[src/rtl/ex.sv]
// MIPS execute stage: registered logic results plus a 32-cycle restoring divider
// that stalls the front of the pipeline while it iterates.
module ex (
    input  logic        clk,
    input  logic        rst,
    input  logic        flush_i,
    input  logic [7:0]  aluop_i,
    input  logic [2:0]  alusel_i,
    input  logic [31:0] reg1_data_i,
    input  logic [31:0] reg2_data_i,
    input  logic [4:0]  w_addr_i,
    input  logic        wreg_i,
    output logic [4:0]  w_addr_o,
    output logic        wreg_o,
    output logic [31:0] wdata_o,
    output logic        whilo_o,
    output logic [31:0] hi_o,
    output logic [31:0] lo_o,
    output logic        stallreq_o
);

    localparam logic [7:0] EXE_AND_OP    = 8'h24;
    localparam logic [7:0] EXE_OR_OP     = 8'h25;
    localparam logic [7:0] EXE_XOR_OP    = 8'h26;
    localparam logic [7:0] EXE_NOR_OP    = 8'h27;
    localparam logic [7:0] EXE_DIV_OP    = 8'h1A;
    localparam logic [7:0] EXE_DIVU_OP   = 8'h1B;
    localparam logic [2:0] EXE_RES_LOGIC = 3'b001;
    localparam logic [4:0] NOP_REG_ADDR  = 5'd0;

    typedef enum logic [1:0] {
        S_IDLE,
        S_DIV_ZERO,
        S_DIV_ON,
        S_DIV_END
    } state_t;

    state_t      r_state;
    state_t      w_next_state;
    logic [5:0]  r_cnt;
    logic [31:0] r_rem;
    logic [31:0] r_quot;
    logic [31:0] r_divisor;
    logic        r_sign1;
    logic        r_sign2;

    logic        w_is_div;
    logic        w_signed;
    logic        w_start;
    logic [31:0] w_op1_abs;
    logic [31:0] w_op2_abs;
    logic [32:0] w_shift;
    logic        w_ge;
    logic [31:0] w_rem_next;
    logic [31:0] w_div_q;
    logic [31:0] w_div_r;
    logic [31:0] w_logic_res;

    assign w_is_div  = (aluop_i == EXE_DIV_OP) || (aluop_i == EXE_DIVU_OP);
    assign w_signed  = (aluop_i == EXE_DIV_OP);
    assign w_start   = (r_state == S_IDLE) && w_is_div && !flush_i;
    assign w_op1_abs = (w_signed && reg1_data_i[31]) ? (~reg1_data_i + 32'd1) : reg1_data_i;
    assign w_op2_abs = (w_signed && reg2_data_i[31]) ? (~reg2_data_i + 32'd1) : reg2_data_i;

    assign stallreq_o = !rst && !flush_i &&
                        (w_start || (r_state == S_DIV_ON) || (r_state == S_DIV_ZERO));

    // Dividend shifts out of r_quot's MSB while quotient bits shift in at the LSB.
    assign w_shift    = {r_rem, r_quot[31]};
    assign w_ge       = (w_shift >= {1'b0, r_divisor});
    assign w_rem_next = w_ge ? (w_shift[31:0] - r_divisor) : w_shift[31:0];

    assign w_div_q = (r_sign1 ^ r_sign2) ? (~r_quot + 32'd1) : r_quot;
    assign w_div_r = r_sign1 ? (~r_rem + 32'd1) : r_rem;

    always_comb begin
        // NOTE: default first so every path assigns w_logic_res and no latch is inferred.
        w_logic_res = 32'd0;
        if (alusel_i == EXE_RES_LOGIC) begin
            case (aluop_i)
                EXE_AND_OP: w_logic_res = reg1_data_i & reg2_data_i;
                EXE_OR_OP:  w_logic_res = reg1_data_i | reg2_data_i;
                EXE_XOR_OP: w_logic_res = reg1_data_i ^ reg2_data_i;
                EXE_NOR_OP: w_logic_res = ~(reg1_data_i | reg2_data_i);
                default:    w_logic_res = 32'd0;
            endcase
        end
    end

    always_comb begin
        w_next_state = r_state;
        if (flush_i) begin
            w_next_state = S_IDLE;
        end else begin
            case (r_state)
                S_IDLE:     if (w_start) w_next_state = (reg2_data_i == 32'd0) ? S_DIV_ZERO : S_DIV_ON;
                S_DIV_ZERO: w_next_state = S_DIV_END;
                S_DIV_ON:   if (r_cnt == 6'd31) w_next_state = S_DIV_END;
                S_DIV_END:  w_next_state = S_IDLE;
                default:    w_next_state = S_IDLE;
            endcase
        end
    end

    // NOTE: sequential state uses non-blocking assignments so all registers update together.
    always_ff @(posedge clk or posedge rst) begin
        if (rst) r_state <= S_IDLE;
        else     r_state <= w_next_state;
    end

    // NOTE: divider datapath is reset too, so no stale operand can leak after reset.
    always_ff @(posedge clk or posedge rst) begin
        if (rst) begin
            r_cnt     <= 6'd0;
            r_rem     <= 32'd0;
            r_quot    <= 32'd0;
            r_divisor <= 32'd0;
            r_sign1   <= 1'b0;
            r_sign2   <= 1'b0;
        end else if (!flush_i) begin
            case (r_state)
                S_IDLE: begin
                    if (w_start) begin
                        r_cnt     <= 6'd0;
                        r_rem     <= 32'd0;
                        r_quot    <= w_op1_abs;
                        r_divisor <= w_op2_abs;
                        r_sign1   <= w_signed & reg1_data_i[31];
                        r_sign2   <= w_signed & reg2_data_i[31];
                    end
                end
                S_DIV_ON: begin
                    r_cnt  <= r_cnt + 6'd1;
                    r_rem  <= w_rem_next;
                    r_quot <= {r_quot[30:0], w_ge};
                end
                S_DIV_ZERO: begin
                    r_rem  <= r_quot;
                    r_quot <= 32'hFFFF_FFFF;
                end
                default: ;
            endcase
        end
    end

    always_ff @(posedge clk or posedge rst) begin
        if (rst) begin
            w_addr_o <= NOP_REG_ADDR;
            wreg_o   <= 1'b0;
            wdata_o  <= 32'd0;
            whilo_o  <= 1'b0;
            hi_o     <= 32'd0;
            lo_o     <= 32'd0;
        end else if (flush_i || stallreq_o) begin
            w_addr_o <= NOP_REG_ADDR;
            wreg_o   <= 1'b0;
            wdata_o  <= 32'd0;
            whilo_o  <= 1'b0;
            hi_o     <= 32'd0;
            lo_o     <= 32'd0;
        end else if (r_state == S_DIV_END) begin
            w_addr_o <= w_addr_i;
            wreg_o   <= 1'b0;
            wdata_o  <= 32'd0;
            whilo_o  <= 1'b1;
            hi_o     <= w_div_r;
            lo_o     <= w_div_q;
        end else begin
            w_addr_o <= w_addr_i;
            wreg_o   <= wreg_i;
            wdata_o  <= w_logic_res;
            whilo_o  <= 1'b0;
            hi_o     <= 32'd0;
            lo_o     <= 32'd0;
        end
    end

endmodule

[config.mk]
export PLATFORM = sky130hd
export DESIGN_NAME = ex
export DESIGN_NICKNAME = d
export VERILOG_FILES = /design/src/rtl/ex.sv
export SDC_FILE = /design/constraint.sdc
export NUM_CORES = 1
export LEC_CHECK = 0
export ABC_AREA = 1
export BUFFER_PORTS_ARGS = -buffer_cell sky130_fd_sc_hd__buf_2
export CAP_MARGIN = 0
export CORE_AREA = 3 3 161 163
export CTS_CLUSTER_SIZE = 14
export DETAILED_ROUTE_END_ITERATION = 10
export DIE_AREA = 0 0 164 166
export GPL_TIMING_DRIVEN = 0
export PLACE_DENSITY = 0.87
export SLEW_MARGIN = 5
export SYNTH_ARGS = -nofsm -noshare
export SYNTH_HDL_FRONTEND = slang
export SYNTH_SLANG_ARGS = --single-unit
[constraint.sdc]
create_clock -name clk -period 19.5 [get_ports clk]
set_clock_uncertainty 0.1 [all_clocks]
set_input_delay 3.9 -clock clk [delete_from_list [all_inputs] [get_ports clk]]
set_output_delay 3.9 -clock clk [all_outputs]
set_load 0.05 [all_outputs]
==> metrics <==
Pleak around 0.010 µW; Slew headroom 0.492; length of routed met3 wiring approximately 6700 µm; global-route wire length before repair approximately 90000 µm; commonest non-fill, non-tap cell in the layout nand2_1; Pwr Total 2150 µW; CORE AREA 24500 µm²; Post-DP HPWL 46300 µm; Hold WC Path Type flip-flop to flip-flop; Max H-tree Level 1; VDD IR max 0.0000936 V; hold_buf cts 0; most frequent cells in the layout nand2_1 (650), inv_1 (363), nor2_1 (246); Critical Path RT 15.50 ns; Synth Cell Area between 15000 and 20000 µm²; post-CTS sizing 0; pre-CTS WS ~10 ns; Async SR Flop Fraction 1.00; FF+latch count, synth approximately 210; Initial Util 0.653; DR vias between 15000 and 20000; final hold slack 0.395 ns; post-route design area 18200 µm²; max layer used met5; # rows 57; post-layout minimum cycle time 9.11 ns; DR DRC count 0; Post-synth top flop dfrtp_1; Max Fclk 110 MHz; number of enable flip-flop cells after synthesis 0; CTS tree done; grt ovf 0; CTS root buffer clkbuf_16; RD Place Congestion approximately 1.1; Die Height 166 µm; Setup Fix Bufs, Post-CTS 0; CP arrival 5.11 ns; Placed Area 17400 µm²; RSZ-0062 raised after global routing false; final slew viol count 0; CP Class primary input to output port; crit path launch type primary input; run status completed; Via density ~6.0; clk sinks 209; pin count of the biggest net entering global routing 113; CP Capture Type output port; Num CTS Buffers 24; pin slew with the least headroom to its limit approximately 0.76 ns; Die X 164 µm; drt first pass iters 8; Distinct cells, synth 49; Metal-1 WL ~21000 µm; Routed WL 59100 µm; met2 wire length roughly 26000 µm; Iter 0 DRT Violations roughly 2200; wire per inst 20.0 µm; Die Area 27200 µm²; Clock Latency Late Sink between 0.5 and 0.6 ns; port bufs 187; post-synthesis sequential area ratio 0.327; Mapped Cells ~2400; Final WS setup 10.39 ns; Final nets approximately 2800; final worst-path cycle share 0.467; vias in the first global route between 15000 and 20000; Total GRT Usage 0.428; DRT antenna net count 0; CP Max Fanout 99; num ports 188; total negative slack 0 ns; Mean Syn Cell Area 6.67 µm²; Setup Viol. Count Final 0; layout cell share with drive strength beyond 1 0.124; Yosys warning count 0; Max-Cap Viols 0; maximum clock path buffer count 3; Mapped Nets 2587; initial antenna violation count 4; area growth from synthesis to layout 14.0%; final hold vios 0; Worst-path clk slew 0.06 ns; power per cell area 118 nW/µm²
[registers in the layout, indices dropped and copies added (netlist names)]
register / count
w_addr_o: 5
hi_o: 32
r_state: 2
lo_o: 32
r_quot: 32
r_sign2: 1
r_cnt: 6
whilo_o: 1
wreg_o: 1
r_rem: 32
wdata_o: 32
r_divisor: 32
r_sign1: 1
[where the power goes]
| group | internal (µW) | switching [µW] | total (µW) |
|---|---|---|---|
| Clock | 291 | 194 | 485 |
| Sequential | 498 | 105 | 603 |
| Combinational | 317 | 746 | 1060 |
| Total | 1110 | 1050 | 2150 |
[path summary, 6_finish.rpt]
kind | startpoint | end | slack [ns] | cells past startpoint
max | rst | stallreq_o | 10.39 | 5
min in group asynchronous | rst | wdata_o[16] | 3.34 | 2
max reg2reg | r_rem[4] | r_rem[30] | 16.49 | 15
min | r_divisor[18] | r_divisor[18] | 0.39 | 2
max in group asynchronous | rst | hi_o[6] | 14.98 | 3
min reg2reg | r_divisor[18] | r_divisor[18] | 0.39 | 2
[cell usage after synthesis (all sizes together), types with 22 or more instances]
| cell | n | share of area |
|---|---|---|
| a21oi | 150 | 0.047 |
| dfrtp | 209 | 0.33 |
| o21ai | 132 | 0.042 |
| nor3 | 29 | 0.012 |
| clkbuf | 33 | 0.0078 |
| a31oi | 24 | 0.0094 |
| nand3 | 194 | 0.062 |
| nand4 | 22 | 0.0086 |
| o22ai | 33 | 0.013 |
| inv | 377 | 0.089 |
| nand2 | 655 | 0.16 |
| xor2 | 49 | 0.027 |
| buf | 47 | 0.017 |
| nor2 | 261 | 0.065 |
| ha | 106 | 0.083 |
[metrics by stage]
stage                     cells   util
final                      2954  0.745
after global routing       2951  0.744
after CTS                  2951  0.744
after detailed placement   2908  0.709
after global placement     2907  0.708
after floorplan            2396      -
[logic make-up after synthesis]
| group | share of synthesized area |
|---|---|
| simple gates | 0.314 |
| xor+xnor | 0.0351 |
| fa+ha+maj | 0.0843 |
| buf+inv | 0.115 |
| flops | 0.327 |
| compound gates | 0.125 |
[area by class of cell]
class	instances	area, µm²
well taps	324	405
clock buffers	33	694
inverters	383	1450
clock inverters	10	156
repair buffers	188	963
fillers	1862	6250
diodes	3	7.51
plain buffers	80	397
flip-flops and latches	209	5230
multi-input cells	1724	8910
[critical path, cell delays in order]
cell     delay, ns
buf_2         0.13
inv_8         0.43
nand3_1       0.18
inv_2         0.10
buf_2         0.26
[metal layers]
| metal | GRT usage | vias up |
|---|---|---|
| met4 | 0.302 | 2 |
| li1 | - | 8087 |
| met5 | 0 | - |
| met3 | 0.0776 | 301 |
| met1 | 0.529 | 8008 |
| met2 | 0.671 | 1281 |
Note: power is estimated with default switching activity, not from simulation.
